### config.mk
export PLATFORM = sky130hd
export DESIGN_NAME = change_dispenser_flat
export DESIGN_NICKNAME = d
export VERILOG_FILES = /design/src/rtl/change_dispenser_if.sv /design/src/rtl/change_dispenser.sv /design/src/flat_wrapper.sv
export SDC_FILE = /design/constraint.sdc
export NUM_CORES = 1
export LEC_CHECK = 0
export BUFFER_PORTS_ARGS = -buffer_cell sky130_fd_sc_hd__buf_2
export CAP_MARGIN = 25
export CORE_AREA = 2 2 81 83
export DETAILED_ROUTE_END_ITERATION = 10
export DIE_AREA = 0 0 83 85
export GPL_ROUTABILITY_DRIVEN = 0
export GPL_TIMING_DRIVEN = 0
export HOLD_SLACK_MARGIN = 0.06
export PLACE_DENSITY = 0.66
export SYNTH_ARGS = -nofsm -noshare
export SYNTH_HDL_FRONTEND = slang
export SYNTH_SLANG_ARGS = --single-unit
### constraint.sdc
create_clock -name clk -period 3.9 [get_ports clk]
set_input_delay 0.39 -clock clk [delete_from_list [all_inputs] [get_ports clk]]
set_output_delay 0.39 -clock clk [all_outputs]
set_load 0.02 [all_outputs]
### src/rtl/change_dispenser_if.sv
// Payout request / coin-ejection bundle between the vending controller and the change dispenser.
// start is a request qualified by !busy: it is taken only while busy=0, change_amt is sampled on that same edge.
interface change_dispenser_if #(
    parameter int CNT_W = 5
);
    logic             start;
    logic [9:0]       change_amt;
    logic             refill;
    logic             busy;
    logic             eject_dollar;
    logic             eject_quarter;
    logic             eject_dime;
    logic             done;
    logic [9:0]       short_amt;
    logic [CNT_W-1:0] inv_dollar;
    logic [CNT_W-1:0] inv_quarter;
    logic [CNT_W-1:0] inv_dime;
    logic [2:0]       state_dbg;

    modport master (
        output start, change_amt, refill,
        input  busy, eject_dollar, eject_quarter, eject_dime, done,
        input  short_amt, inv_dollar, inv_quarter, inv_dime, state_dbg
    );

    modport slave (
        input  start, change_amt, refill,
        output busy, eject_dollar, eject_quarter, eject_dime, done,
        output short_amt, inv_dollar, inv_quarter, inv_dime, state_dbg
    );
endinterface

### src/rtl/change_dispenser.sv
// Pays out a change amount one coin at a time (dollar/quarter/dime) from per-denomination inventories,
// reporting whatever could not be paid in short_amt.
module change_dispenser #(
    parameter int INV_DOLLAR  = 8,
    parameter int INV_QUARTER = 8,
    parameter int INV_DIME    = 16,
    parameter int CNT_W       = 5,
    parameter int GAP_CYCLES  = 2
) (
    input logic               clk,
    input logic               rst_n,
    change_dispenser_if.slave bus
);
    localparam int GAP_W = (GAP_CYCLES > 1) ? $clog2(GAP_CYCLES) : 1;

    typedef enum logic [2:0] {
        IDLE   = 3'd0,
        SELECT = 3'd1,
        EJECT  = 3'd2,
        GAP    = 3'd3,
        DONE   = 3'd4
    } state_t;

    typedef enum logic [1:0] {
        COIN_NONE    = 2'd0,
        COIN_DOLLAR  = 2'd1,
        COIN_QUARTER = 2'd2,
        COIN_DIME    = 2'd3
    } coin_t;

    state_t           state, state_nx;
    coin_t            coin, coin_nx;
    logic [9:0]       remaining, remaining_nx;
    logic [9:0]       short_amt, short_nx;
    logic [GAP_W-1:0] gap_cnt, gap_nx;
    logic [CNT_W-1:0] inv_dollar, inv_quarter, inv_dime;
    logic             take_dollar, take_quarter, take_dime;
    logic             eject_dollar, eject_quarter, eject_dime;
    logic [9:0]       coin_value;

    // A quarter is only used when it leaves a dime-payable residue: either the
    // amount ends in 5, or two quarters can cover a 50.
    always_comb begin
        take_dollar  = (remaining >= 10'd100) && (inv_dollar != '0);
        take_quarter = (remaining >= 10'd25) && (inv_quarter != '0) &&
                       (((remaining % 10'd10) == 10'd5) ||
                        ((remaining >= 10'd50) && (inv_quarter > CNT_W'(1))));
        take_dime    = (remaining >= 10'd10) && (inv_dime != '0);
    end

    // Inventory is re-checked at ejection so a coin is never pulsed from an empty bin.
    assign eject_dollar  = (state == EJECT) && (coin == COIN_DOLLAR)  && (inv_dollar  != '0);
    assign eject_quarter = (state == EJECT) && (coin == COIN_QUARTER) && (inv_quarter != '0);
    assign eject_dime    = (state == EJECT) && (coin == COIN_DIME)    && (inv_dime    != '0);

    always_comb begin
        coin_value = 10'd0;
        if (eject_dollar) begin
            coin_value = 10'd100;
        end else if (eject_quarter) begin
            coin_value = 10'd25;
        end else if (eject_dime) begin
            coin_value = 10'd10;
        end
    end

    always_comb begin
        state_nx     = state;
        coin_nx      = coin;
        remaining_nx = remaining;
        short_nx     = short_amt;
        gap_nx       = gap_cnt;
        case (state)
            IDLE: begin
                if (bus.start) begin
                    remaining_nx = bus.change_amt;
                    short_nx     = 10'd0;
                    state_nx     = SELECT;
                end
            end
            SELECT: begin
                if (take_dollar) begin
                    coin_nx  = COIN_DOLLAR;
                    state_nx = EJECT;
                end else if (take_quarter) begin
                    coin_nx  = COIN_QUARTER;
                    state_nx = EJECT;
                end else if (take_dime) begin
                    coin_nx  = COIN_DIME;
                    state_nx = EJECT;
                end else begin
                    coin_nx  = COIN_NONE;
                    short_nx = remaining;
                    state_nx = DONE;
                end
            end
            EJECT: begin
                remaining_nx = remaining - coin_value;
                gap_nx       = '0;
                state_nx     = (GAP_CYCLES == 0) ? SELECT : GAP;
            end
            GAP: begin
                if (gap_cnt == GAP_W'(GAP_CYCLES - 1)) begin
                    state_nx = SELECT;
                end else begin
                    gap_nx = gap_cnt + 1'b1;
                end
            end
            DONE: begin
                state_nx = IDLE;
            end
            default: begin
                state_nx = IDLE;
            end
        endcase
    end

    always_ff @(posedge clk or negedge rst_n) begin
        if (!rst_n) begin
            state     <= IDLE;
            coin      <= COIN_NONE;
            remaining <= 10'd0;
            short_amt <= 10'd0;
            gap_cnt   <= '0;
        end else begin
            state     <= state_nx;
            coin      <= coin_nx;
            remaining <= remaining_nx;
            short_amt <= short_nx;
            gap_cnt   <= gap_nx;
        end
    end

    // Refill overrides a decrement landing in the same cycle.
    always_ff @(posedge clk or negedge rst_n) begin
        if (!rst_n) begin
            inv_dollar  <= CNT_W'(INV_DOLLAR);
            inv_quarter <= CNT_W'(INV_QUARTER);
            inv_dime    <= CNT_W'(INV_DIME);
        end else if (bus.refill) begin
            inv_dollar  <= CNT_W'(INV_DOLLAR);
            inv_quarter <= CNT_W'(INV_QUARTER);
            inv_dime    <= CNT_W'(INV_DIME);
        end else begin
            if (eject_dollar) begin
                inv_dollar <= inv_dollar - 1'b1;
            end
            if (eject_quarter) begin
                inv_quarter <= inv_quarter - 1'b1;
            end
            if (eject_dime) begin
                inv_dime <= inv_dime - 1'b1;
            end
        end
    end

    assign bus.busy          = (state != IDLE);
    assign bus.done          = (state == DONE);
    assign bus.eject_dollar  = eject_dollar;
    assign bus.eject_quarter = eject_quarter;
    assign bus.eject_dime    = eject_dime;
    assign bus.short_amt     = short_amt;
    assign bus.inv_dollar    = inv_dollar;
    assign bus.inv_quarter   = inv_quarter;
    assign bus.inv_dime      = inv_dime;
    assign bus.state_dbg     = state;
endmodule

### src/flat_wrapper.sv
// flat-port wrapper written by rule: the top's interface ports become plain ports
module change_dispenser_flat 
#(
    parameter int INV_DOLLAR  = 8,
    parameter int INV_QUARTER = 8,
    parameter int INV_DIME    = 16,
    parameter int CNT_W       = 5,
    parameter int GAP_CYCLES  = 2
)
  (clk, rst_n, bus_start, bus_change_amt, bus_refill, bus_busy, bus_eject_dollar, bus_eject_quarter, bus_eject_dime, bus_done, bus_short_amt, bus_inv_dollar, bus_inv_quarter, bus_inv_dime, bus_state_dbg);
  change_dispenser_if #(.CNT_W(CNT_W)) bus_i ();
  input logic clk;
  input logic rst_n;
  input wire logic [$bits(bus_i.start)-1:0] bus_start;
  input wire logic [$bits(bus_i.change_amt)-1:0] bus_change_amt;
  input wire logic [$bits(bus_i.refill)-1:0] bus_refill;
  output wire logic [$bits(bus_i.busy)-1:0] bus_busy;
  output wire logic [$bits(bus_i.eject_dollar)-1:0] bus_eject_dollar;
  output wire logic [$bits(bus_i.eject_quarter)-1:0] bus_eject_quarter;
  output wire logic [$bits(bus_i.eject_dime)-1:0] bus_eject_dime;
  output wire logic [$bits(bus_i.done)-1:0] bus_done;
  output wire logic [$bits(bus_i.short_amt)-1:0] bus_short_amt;
  output wire logic [$bits(bus_i.inv_dollar)-1:0] bus_inv_dollar;
  output wire logic [$bits(bus_i.inv_quarter)-1:0] bus_inv_quarter;
  output wire logic [$bits(bus_i.inv_dime)-1:0] bus_inv_dime;
  output wire logic [$bits(bus_i.state_dbg)-1:0] bus_state_dbg;
  assign bus_i.start = bus_start;
  assign bus_i.change_amt = bus_change_amt;
  assign bus_i.refill = bus_refill;
  assign bus_busy = bus_i.busy;
  assign bus_eject_dollar = bus_i.eject_dollar;
  assign bus_eject_quarter = bus_i.eject_quarter;
  assign bus_eject_dime = bus_i.eject_dime;
  assign bus_done = bus_i.done;
  assign bus_short_amt = bus_i.short_amt;
  assign bus_inv_dollar = bus_i.inv_dollar;
  assign bus_inv_quarter = bus_i.inv_quarter;
  assign bus_inv_dime = bus_i.inv_dime;
  assign bus_state_dbg = bus_i.state_dbg;
  change_dispenser #(.INV_DOLLAR(INV_DOLLAR), .INV_QUARTER(INV_QUARTER), .INV_DIME(INV_DIME), .CNT_W(CNT_W), .GAP_CYCLES(GAP_CYCLES)) u_core (.clk(clk), .rst_n(rst_n), .bus(bus_i));
endmodule
==> results.tsv <==
metric	value	unit
Post-synth ARST share	100	%
H-tree depth	2	
EDFF count, synth	0	
GRT Util Overall	21.9	%
height of the chip	85	µm
site row count	29	
Hold Path End	u_core.bus.state_dbg[0]	
final hold violations	0	
post-synth top area share	31.9	%
RSZ-0062 raised after global routing	no	
First-pass DRT Iterations	4	
slowest CP cell	dfrtp_1	
Tmin final	3390	ps
CTS sink cnt	41	
CP Max Fanout	7	
IR drop worst, VDD	0.000351	V
DR iter-0 viols	254	
Post-Syn Instances	347	
max incr delay on CP	450	ps
RR Startpoint	u_core.bus.state_dbg[2]	
Clock Tree Buf Depth	2	
status	finished clean	
Seq/Total Area, Yosys	34.5	%
Reg2Reg Capture Point	u_core.remaining[9]	
Slew HR	48.4	%
first-pass GRT wire length	12600	µm
max-cap check violation count	0	
Ys Warns	0	
Routed wire per std cell	15.9	µm
initial antenna violation count	0	
top-level port count	47	
commonest non-fill, non-tap cell in the layout	buf_2	
max-slew violations	0	
Num CTS Buffers	5	
final worst-path cycle share	86.9	%
Initial Utilization	48.1	%
Final nets	428	
P_leak	1.56	nW
count of different cell masters after synthesis	66	
cell count of the worst reg-to-reg path	15	
largest net degree at the start of global routing	42	
CP Launch Point	u_core.bus.state_dbg[2]	
core area	6200	µm²
# DRC	0	
setup_tns	0	ps
P per Cell Area	790	nW/µm²
n_diodes	0	
post-synthesis register bit count	41	
CTS tree	done	
Post-Layout Cell Count	480	
fill count	591	
Die X	83	µm
post-synthesis cell area	2980	µm²
Hold Path Depth	3	
Vias/cell	5.76	
achievable frequency	295	MHz
crit path DAT	3600	ps
vias in the first global route	2610	
Synth Flop Type	dfrtp_1	
Tightest Pin Transition	763	ps
die area	7060	µm²
gr ovfl total	0	
Clock Pin Slew Worst Setup and Hold Paths	90	ps
Hold Path Class	in2reg	
# port buffers	46	
CP most frequent cell	a21oi_1	
Final ANT Viol Nets	0	
Setup crit start kind	flop	
WP buf/inv	1	
DPL Wire Length	5700	µm
CP Capture Type	flop	
final setup vio count	0	
share of layout cells above drive strength 1	20.1	%
via count	2765	
Top delay family on crit path	compound AO/OA/AOI/OAI gates	
Synth Area per Inst	8.59	µm²
placed cells	470	
Layout Skew	9.29	ps
Root Driver	clkbuf_8	
CP Class	reg2reg	
most frequent cells in the layout	buf_2, dfrtp_1, nand2_1, nor2_1, inv_1	
area grow syn2layout	15.8	%
worst-skew pair later-pin latency	300	ps
post-synth net total	373	
Synth area leaders	dfrtp_1, nand2_1, ha_1	
cell taking the most area after synthesis	dfrtp_1	
Data required, critical path	4110	ps
detailed-route wire length	7610	µm
R2R Setup Slk	510	ps
Hold Crit Start	bus_start	
cell chain of the critical path	nand2b_1, nor2_1, nand3_1, nor2_4, inv_1, ha_1, nor2b_1, o21ai_0, a21oi_1, o21ai_1, a21oi_1, o21a_1, o41ai_1, a21oi_1, a211oi_1	
==> metrics by stage <==
stage | cell area [µm²] | setup WS (ps) | hold WS, ps | utilization [%] | power, mW
2_1_floorplan | 2980 | 334 | 94.4 | - | 1.99
3_3_place_gp | 3310 | 215 | 470 | 53.3 | 2.38
3_5_place_dp | 3310 | 137 | 491 | 53.3 | 2.39
4_1_cts | 3400 | 69.5 | 251 | 54.8 | 2.70
5_1_grt | 3450 | 56.9 | 364 | 55.6 | 2.95
6_report | 3450 | 511 | 358 | 55.6 | 2.73
==> routing by layer <==
layer | up-vias | GRT usage (%) | part of all wire [%] | routed length (µm)
met5 | - | 0 | 0 | 0
met4 | 0 | 7.60 | 1.6 | 120
met3 | 8 | 3.89 | 5.6 | 428
met2 | 81 | 36.0 | 48 | 3630
met1 | 1316 | 29.3 | 45 | 3430
li1 | 1360 | - | - | -
==> cell usage after synthesis, types with 7 or more instances <==
cell type	count
nor2_1	35
mux2i_1	11
inv_1	29
a211oi_1	13
nand2_1	37
ha_1	11
clkbuf_1	9
a21oi_1	19
dfrtp_1	38
nor3_1	8
xor2_1	8
nand3_1	7
xnor2_1	7
o21ai_0	14
==> worst max path at each step <==
stage | endpoint | slack [ps] | cells after the start
finish | u_core.remaining[9] | 510 | 15
global route | u_core.remaining[9] | 60 | 15
CTS | u_core.remaining[9] | 70 | 14
detailed placement | u_core.remaining[9] | 140 | 14
global placement | u_core.remaining[9] | 210 | 14
floorplan | u_core.remaining[9] | 330 | 14
==> worst min-delay path: cells and delay by family <==
| family | cells | cell delay, ps |
|---|---|---|
| buffers and inverters | 1 | 100 |
| AOI/OAI and AO/OA | 1 | 60 |
| and+or+nand+nor | 1 | 80 |
==> layout make-up <==
| cell class | count | area (µm²) | share of cell area (%) |
|---|---|---|---|
| multi-input cells | 257 | 1750 | 50.8 |
| flip-flops and latches | 41 | 1030 | 29.8 |
| repair buffers | 48 | 260 | 7.54 |
| inverters | 30 | 113 | 3.26 |
| plain buffers | 19 | 106 | 3.08 |
| well taps | 77 | 96.3 | 2.79 |
| clock buffers | 5 | 68.8 | 1.99 |
| clock inverters | 3 | 25.0 | 0.725 |
==> cells by family (layout without fill, tap and decap cells) <==
family,after synthesis,after routing,share of synthesized area (%)
multiplexers,12,12,4.07
AO/OA/AOI/OAI,94,94,23.0
AND/OR/NAND/NOR,124,124,21.4
adder cells (fa/ha/maj),12,12,5.29
buffers and inverters,49,105,7.30
flip-flops,41,41,34.5
XOR/XNOR,15,15,4.41
==> power by group <==
group / internal (mW) / switching [mW] / leakage (nW) / total, mW
Combinational: 0.697 / 1.09 / 0.993 / 1.79
Clock: 0.129 / 0.169 / 0.0447 / 0.298
Sequential: 0.528 / 0.114 / 0.522 / 0.641
Total: 1.35 / 1.37 / 1.56 / 2.73
==> sequential cells by signal, summed over array words and instances, names as in the netlist <==
| name | count |
|---|---|
| u_core.coin | 2 |
| u_core.remaining | 10 |
| u_core.gap_cnt | 1 |
| u_core.bus.inv_dime | 5 |
| u_core.bus.state_dbg | 3 |
| u_core.bus.short_amt | 10 |
| u_core.bus.inv_quarter | 5 |
| u_core.bus.inv_dollar | 5 |
==> timing repair <==
item,CTS,global route
setup buffers,0,0
resized for setup,0,7
endpoints found under the setup margin,0,3
hold buffers,0,1
hold endpoints to repair,0,15
Power figures use the tool's default switching activity.
